==> src/rtl/addsub_rr_scheduler.sv <==
// Round-robin scheduler that shares one add/subtract datapath between N_REQ
// requesters and returns id-tagged results over a valid/ready channel.
module addsub_rr_scheduler #(
  parameter  int N_REQ = 4,
  parameter  int WIDTH = 8,
  localparam int IDW   = $clog2(N_REQ)
) (
  input  logic                   clk,
  input  logic                   reset,
  input  logic [N_REQ-1:0]       i_req_valid,
  output logic [N_REQ-1:0]       o_req_ready,
  input  logic [N_REQ*WIDTH-1:0] i_req_a,
  input  logic [N_REQ*WIDTH-1:0] i_req_b,
  input  logic [N_REQ-1:0]       i_req_sub,
  output logic                   o_rsp_valid,
  input  logic                   i_rsp_ready,
  output logic [WIDTH-1:0]       o_rsp_data,
  output logic [IDW-1:0]         o_rsp_id,
  output logic                   o_rsp_ovf,
  output logic                   o_busy
);

  typedef enum logic [1:0] {
    S_IDLE,
    S_CALC,
    S_RESP
  } state_t;

  state_t           r_state;
  logic [IDW-1:0]   r_rr_ptr;
  logic [WIDTH-1:0] r_a;
  logic [WIDTH-1:0] r_b;
  logic             r_sub;
  logic [IDW-1:0]   r_id;
  logic             r_rsp_valid;
  logic [WIDTH-1:0] r_rsp_data;
  logic [IDW-1:0]   r_rsp_id;
  logic             r_rsp_ovf;
  logic             r_busy;

  logic             w_found;
  logic [IDW-1:0]   w_winner;
  logic [IDW-1:0]   w_next_ptr;
  logic [N_REQ-1:0] w_grant;
  logic             w_handshake;
  logic [WIDTH-1:0] w_bx;
  logic [WIDTH-1:0] w_sum;
  logic             w_ovf;

  // (base + off) mod N_REQ without a divider; off never exceeds N_REQ-1.
  function automatic logic [IDW-1:0] rr_index(input logic [IDW-1:0] base,
                                              input int unsigned    off);
    int unsigned s;
    s = int'(base) + off;
    if (s >= N_REQ) s = s - N_REQ;
    return IDW'(s);
  endfunction

  // NOTE: every combinational output gets a default before the search loop,
  // otherwise a path that leaves it unassigned would infer a latch.
  always_comb begin
    w_found  = 1'b0;
    w_winner = '0;
    for (int k = 0; k < N_REQ; k++) begin
      if (!w_found && i_req_valid[rr_index(r_rr_ptr, k)]) begin
        w_found  = 1'b1;
        w_winner = rr_index(r_rr_ptr, k);
      end
    end
  end

  assign w_next_ptr  = rr_index(w_winner, 1);
  assign w_grant     = (w_found && (r_state == S_IDLE) && !reset)
                       ? ({{(N_REQ-1){1'b0}}, 1'b1} << w_winner) : '0;
  assign w_handshake = |(w_grant & i_req_valid);

  // Subtraction is A + ~B + 1; overflow when like-signed inputs give an
  // unlike-signed result. The carry out simply falls off the top.
  assign w_bx  = r_b ^ {WIDTH{r_sub}};
  assign w_sum = r_a + w_bx + {{(WIDTH-1){1'b0}}, r_sub};
  assign w_ovf = (r_a[WIDTH-1] == w_bx[WIDTH-1]) && (w_sum[WIDTH-1] != r_a[WIDTH-1]);

  // NOTE: sequential state uses non-blocking assignments so every register
  // samples pre-edge values regardless of statement order.
  always_ff @(posedge clk) begin
    if (reset) begin
      r_state     <= S_IDLE;
      r_rr_ptr    <= '0;
      r_a         <= '0;
      r_b         <= '0;
      r_sub       <= 1'b0;
      r_id        <= '0;
      r_rsp_valid <= 1'b0;
      r_rsp_data  <= '0;
      r_rsp_id    <= '0;
      r_rsp_ovf   <= 1'b0;
      r_busy      <= 1'b0;
    end else begin
      case (r_state)
        S_IDLE: begin
          if (w_handshake) begin
            r_a      <= i_req_a[w_winner*WIDTH +: WIDTH];
            r_b      <= i_req_b[w_winner*WIDTH +: WIDTH];
            r_sub    <= i_req_sub[w_winner];
            r_id     <= w_winner;
            r_rr_ptr <= w_next_ptr;
            r_busy   <= 1'b1;
            r_state  <= S_CALC;
          end
        end
        S_CALC: begin
          r_rsp_data  <= w_sum;
          r_rsp_ovf   <= w_ovf;
          r_rsp_id    <= r_id;
          r_rsp_valid <= 1'b1;
          r_state     <= S_RESP;
        end
        S_RESP: begin
          if (i_rsp_ready) begin
            r_rsp_valid <= 1'b0;
            r_busy      <= 1'b0;
            r_state     <= S_IDLE;
          end
        end
        default: begin
          r_rsp_valid <= 1'b0;
          r_busy      <= 1'b0;
          r_state     <= S_IDLE;
        end
      endcase
    end
  end

  assign o_req_ready = w_grant;
  assign o_rsp_valid = r_rsp_valid;
  assign o_rsp_data  = r_rsp_data;
  assign o_rsp_id    = r_rsp_id;
  assign o_rsp_ovf   = r_rsp_ovf;
  assign o_busy      = r_busy;

endmodule

==> config.mk <==
export PLATFORM = sky130hd
export DESIGN_NAME = addsub_rr_scheduler
export DESIGN_NICKNAME = d
export VERILOG_FILES = /design/src/rtl/addsub_rr_scheduler.sv
export SDC_FILE = /design/constraint.sdc
export NUM_CORES = 1
export LEC_CHECK = 0
export BUFFER_PORTS_ARGS = -buffer_cell sky130_fd_sc_hd__clkbuf_2
export CAP_MARGIN = 25
export CORE_MARGIN = 2
export CORE_UTILIZATION = 50
export DETAILED_ROUTE_END_ITERATION = 12
export PLACE_DENSITY_LB_ADDON = 0.25
export SYNTH_ARGS = -nofsm -noshare
export SYNTH_HDL_FRONTEND = slang
export SYNTH_SLANG_ARGS = --single-unit
export TNS_END_PERCENT = 30
==> constraint.sdc <==
create_clock -name clk -period 4.8 [get_ports clk]
set_input_delay 0.48 -clock clk [delete_from_list [all_inputs] [get_ports clk]]
set_output_delay 0.48 -clock clk [all_outputs]
set_load 0.005 [all_outputs]
==> results.ini, run 1 <==
[run_status]
status = finished, final reports clean

[pwr]
power.ir.vdd_worst_uv = 128
power.total_w = 0.00108
cellLeakagePower_nw = 1.40
p_per_area_nw_per_um2 = 357

[die]
io-pin-count = 92
placement_rows = 25
fp.coreArea_um2 = 4750
start_util = 0.523
die_area_um2 = 5550
chipHeight_um = 74.5
die_width_um = 74.5

[clock_tree]
cts_resized = 0
clockRootBuffer = clkbuf_8
tritoncts = built
cts.repair_timing.setup_buffer_count = 0
postCtsHoldBufs = 0
cts_num_sinks = 36
worstSkewPairLatency_ps = 300
clock_pin_slew_worst_setup_and_hold_paths_ps = 80
cts_htree_levels = 2
cts_buffers = 5
clk_path_buf_depth = 2

[yosys]
synthesis.area_per_instance_um2 = 8.60
post_synth_main_area_contributors = dfxtp_1 (29%), mux2i_1 (9.3%), a21bo_2 (6.4%)
synth_top_area_frac = 0.290
netlist.top_cell.by_area = dfxtp_1
synth_seq_area_share = 0.290
yosys_register_bits = 36
yosysUniqueCellTypes = 47
synth_async_reset_ratio = 0
synth_edf_count = 0
syn-cell-area_um2 = 2480
yosys_synthesis_warning_count = 0
yosysMostFrequentCell = dfxtp_1
synth_ff_type = dfxtp_1
synthCells = 289
post_synth_most_frequent_cells = dfxtp_1 (36), nand2_1 (33), mux2i_1 (23), nor2_1 (20), nand4_1 (17)
syn_nets = 371

[setup_path]
cp_max_fo = 20
critPathRequiredTime_ps = 4320
cpMaxStageDelayCell = nand3_2
worstSetupEndpointType = output port
worstRegToRegCells = 5
critPathArrivalTime_ps = 2380
timing.critical_path.cells = nand2b_1 > a21o_1 > nand3_2 > nor2_1 > clkbuf_2
critical_path.top_delay_family = simple AND/OR/NAND/NOR gates
timing.setup.critical_path_class = reg -> out
cp_slowest_stage_delay_ps = 590
critical_path_stages = 5
startpoint_type = flip-flop
worst-path-buf-inv = 1

[finish]
post_route_cells_drive_above_1_share = 0.356
antenna_cells_inserted = 0
fillerInstances = 449
area.growth.synth_to_final_pct = 21.9
final_cell_area_um2 = 3030
layout.core_utilization = 0.637
layout.area.seq_um2 = 721
multiInputGateArea_um2 = 1630
finish.net_count = 449

[placement]
placed_cell_area_um2 = 2910
io_buffer_count = 91
globalplace.congestion = 0.886
hpwlAfterDp_um = 4890

[grt]
antenna_violations_before_repair = 0
grt_usage = 0.244
maximum_number_of_pins_on_one_net_before_global_route_repair = 23
grt_overflow = 0
first_global_vias = 2347
global_route_wire_length_before_repair_um = 10500

[min_path]
worst_hold_path_type = reg -> reg
hold-path-cell-count = 2

[timing]
hold_viol = 0
final.setup_skew_ps = 9.63
report.final.setup_viol = 0
final_max_slew_viol_count = 0
rsz0062_at_grt = false
portion_of_the_clock_cycle_consumed_by_the_worst_path_in_the_final_layout = 0.595
fmax_ghz = 0.350
max_slew.worst_pin.slew_ps = 912
timing.setup.tns_ps = 0
fin_worst_hold_slack_ps = 455
timing.max_slew.rel_slack = 0.391
final.min_clock_period_ps = 2860

[drt]
ant_nets = 0
route.final.wire_length_um = 6300
routedWlPerCell_um = 14.5
vias = 2457
detail_route.iter0.violations = 114
detail_route.drc_violations = 0
drt_pre_antenna_iters = 4
avgViaCountPerCell = 5.65

[run]
cap_viol_max_count = 0

[metal layers]
layer | track usage | wire length, µm | up-vias
li1 | - | - | 1228
met1 | 0.294 | 2640 | 1085
met2 | 0.412 | 2990 | 129
met3 | 0.0718 | 525 | 15
met4 | 0.0893 | 140 | 0
met5 | 0 | 0 | -
[registers in the layout (all words and copies together), names as in the netlist]
name	cells
r_b	8
o_rsp_valid	1
o_rsp_data	8
o_rsp_id	2
r_sub	1
r_a	8
r_state	2
r_rr_ptr	2
o_busy	1
o_rsp_ovf	1
r_id	2
[where the power goes]
| part | switching (W) | internal (W) |
|---|---|---|
| clock network | 0.000114 | 0.000154 |
| registers | 0.0000466 | 0.000349 |
| logic | 0.000222 | 0.000196 |
| total | 0.000382 | 0.000699 |
[area by class of cell]
class / instances / area share
multi-input combinational: 228 / 0.539
sequential: 36 / 0.238
timing repair buffer: 93 / 0.155
tap: 67 / 0.0277
clock buffer: 5 / 0.0227
clock inverter: 3 / 0.0140
inverter: 3 / 0.00372
[worst min-delay path: cells and delay by family, from the launching register on]
family / cells / cell delay (ps)
AO/OA/AOI/OAI: 1 / 50
AND/OR/NAND/NOR: 1 / 50
flip-flops: 1 / 310
[cells by family (layout without fill, tap and decap cells)]
group | count (synthesis) | count (layout) | share of synthesized area
simple gates | 96 | 96 | 0.199
buf+inv | 25 | 104 | 0.0534
fa+ha+maj | 7 | 7 | 0.0383
mux | 24 | 24 | 0.0972
compound gates | 88 | 88 | 0.268
xor+xnor | 13 | 13 | 0.0534
flops | 36 | 36 | 0.290
[cell usage in the layout (no fill, tap or decap), types with 8 or more instances in the layout]
cell type / count
o31ai_1: 16
a21oi_1: 8
o21ai_0: 8
o211ai_1: 16
clkbuf_2: 91
dfxtp_1: 36
nand4_1: 17
a21bo_2: 16
nor2_1: 20
nand2_1: 33
mux2i_1: 23
[stage by stage]
stage               cells  setup slack, ps
floorplan             289             2770
global placement      426             2210
detailed placement    426             2150
CTS                   434             1950
global route          435             1740
finish                435             1940
[final timing paths]
kind	start	end	slack (ps)
max	r_rr_ptr[1]	o_req_ready[1]	1940
min reg2reg	o_rsp_data[1]	o_rsp_data[1]	460
max reg2reg	r_rr_ptr[1]	r_b[7]	2480
min	o_rsp_data[1]	o_rsp_data[1]	460
(Power assumes the default switching activity.)
==> run 2, diff against run 1 <==
--- a/config.mk
+++ b/config.mk
@@ -8,7 +8,7 @@
 export BUFFER_PORTS_ARGS = -buffer_cell sky130_fd_sc_hd__clkbuf_2
 export CAP_MARGIN = 25
 export CORE_MARGIN = 2
-export CORE_UTILIZATION = 50
+export CORE_UTILIZATION = 45
 export DETAILED_ROUTE_END_ITERATION = 12
 export PLACE_DENSITY_LB_ADDON = 0.25
 export SYNTH_ARGS = -nofsm -noshare
==> constraint.sdc (replaced) <==
create_clock -name clk -period 2.5 [get_ports clk]
set_input_delay 0.25 -clock clk [delete_from_list [all_inputs] [get_ports clk]]
set_output_delay 0.25 -clock clk [all_outputs]
set_load 0.005 [all_outputs]
==> results.ini, run 2 (synthesis gave the netlist of run 1 again) <==
[die]
io-pin-count = 92
fp.coreArea_um2 = 5410
start_util = 0.460
die_width_um = 78.3
die_area_um2 = 6130
placement_rows = 27
chipHeight_um = 78.3

[grt]
grt_usage = 0.217
first_global_vias = 2323
grt_overflow = 0
global_route_wire_length_before_repair_um = 10600
antenna_violations_before_repair = 0
maximum_number_of_pins_on_one_net_before_global_route_repair = 22

[timing]
fin_worst_hold_slack_ps = 172
timing.max_slew.rel_slack = 0.448
final.min_clock_period_ps = 2280
max_slew.worst_pin.slew_ps = 828
final_max_slew_viol_count = 0
fmax_ghz = 0.440
final.setup_skew_ps = 3.32
rsz0062_at_grt = false
report.final.setup_viol = 0
portion_of_the_clock_cycle_consumed_by_the_worst_path_in_the_final_layout = 0.910
timing.setup.tns_ps = 0
hold_viol = 0

[min_path]
min_from = reset
worst_hold_path_type = in -> reg

[clock_tree]
clock_pin_slew_worst_setup_and_hold_paths_ps = 70
clockRootBuffer = clkbuf_8
cts_buffers = 5
postCtsHoldBufs = 0
cts_num_sinks = 36
cts_htree_levels = 2
cts_resized = 0
clk_path_buf_depth = 2
tritoncts = built
worstSkewPairLatency_ps = 290
cts.repair_timing.setup_buffer_count = 0

[finish]
finish.net_count = 454
final_cell_mix = clkbuf_2 (91), dfxtp_1 (36), nand2_1 (33)
layout.cells.most_common = clkbuf_2
layout.area.seq_um2 = 721
post_route_cells_drive_above_1_share = 0.363
multiInputGateArea_um2 = 1630
area.growth.synth_to_final_pct = 23.1
layout.core_utilization = 0.566
antenna_cells_inserted = 0
fillerInstances = 518

[placement]
io_buffer_count = 91
globalplace.congestion = 0.880
hpwlAfterDp_um = 4910

[drt]
drt_pre_antenna_iters = 4
vias = 2434
routedWlPerCell_um = 14.2
avgViaCountPerCell = 5.48
route.final.wire_length_um = 6320
detail_route.iter0.violations = 90
detail_route.drc_violations = 0
ant_nets = 0

[setup_path]
critical_path.top_delay_family = simple AND/OR/NAND/NOR gates
cpMaxStageDelayCell = dfxtp_1
critPathArrivalTime_ps = 2030
cp_slowest_stage_delay_ps = 430
worstSetupEndpointType = output port
crit_path_from = r_rr_ptr[1]
critPathRequiredTime_ps = 2250
worst-path-buf-inv = 2
reg2reg_from = r_sub
timing.setup.critical_path_class = reg -> out
cp_max_fo = 20
startpoint_type = flip-flop
timing.critical_path.cells = mux2i_1 > or2_2 > nand3_2 > buf_4 > nor2_1 > clkbuf_2

[pwr]
cellLeakagePower_nw = 1.42
power.ir.vdd_worst_uv = 294
p_per_area_nw_per_um2 = 661

[run_status]
status = finished, final reports clean

[run]
cap_viol_max_count = 0

run 2: stage by stage:
| step | instance area [µm²] | total power, W | setup slack [ps] | instances |
|---|---|---|---|---|
| after floorplan | 2480 | 0.00137 | 605 | 289 |
| after global placement | 2950 | 0.00157 | 380 | 436 |
| after detailed placement | 2950 | 0.00159 | 326 | 436 |
| after CTS | 3050 | 0.00203 | 135 | 443 |
| after global routing | 3060 | 0.00217 | 69.5 | 444 |
| final | 3060 | 0.00202 | 225 | 444 |
run 2: power breakdown:
part / internal [W] / leakage (nW) / total (W) / switching, W
logic: 0.000386 / 1.08 / 0.000823 / 0.000437
clock network: 0.000245 / 0.0503 / 0.000443 / 0.000198
registers: 0.000671 / 0.297 / 0.000755 / 0.0000841
total: 0.00130 / 1.42 / 0.00202 / 0.000719
run 2: final timing paths:
check,endpoint,slack [ps],depth (start not counted)
max,o_req_ready[1],220,6
max reg2reg,o_rsp_data[6],300,7
min,r_state[0],170,2
min reg2reg,o_rsp_id[0],450,2
run 2: cell type report:
type | instances | share of cell area
Clock buffer | 7 | 0.0315
Inverter | 3 | 0.00368
Multi-Input combinational cell | 228 | 0.534
Sequential cell | 36 | 0.236
Tap cell | 72 | 0.0295
Timing Repair Buffer | 98 | 0.166
run 2: worst reg2reg max path: stages (launching register included):
cell and delay, ps:
dfxtp_1 630, xor2_1 190, fa_1 470, a21o_1 180, a21oi_1 240, o21ai_0 170
mux2i_1 160, nand2_1 60
run 2: metal layers:
layer / up-vias / wire length (µm) / global-route usage
met2: 91 / 2990 / 0.353
met3: 15 / 344 / 0.0402
li1: 1244 / - / -
met1: 1084 / 2820 / 0.281
met4: 0 / 161 / 0.0930
met5: - / 0 / 0
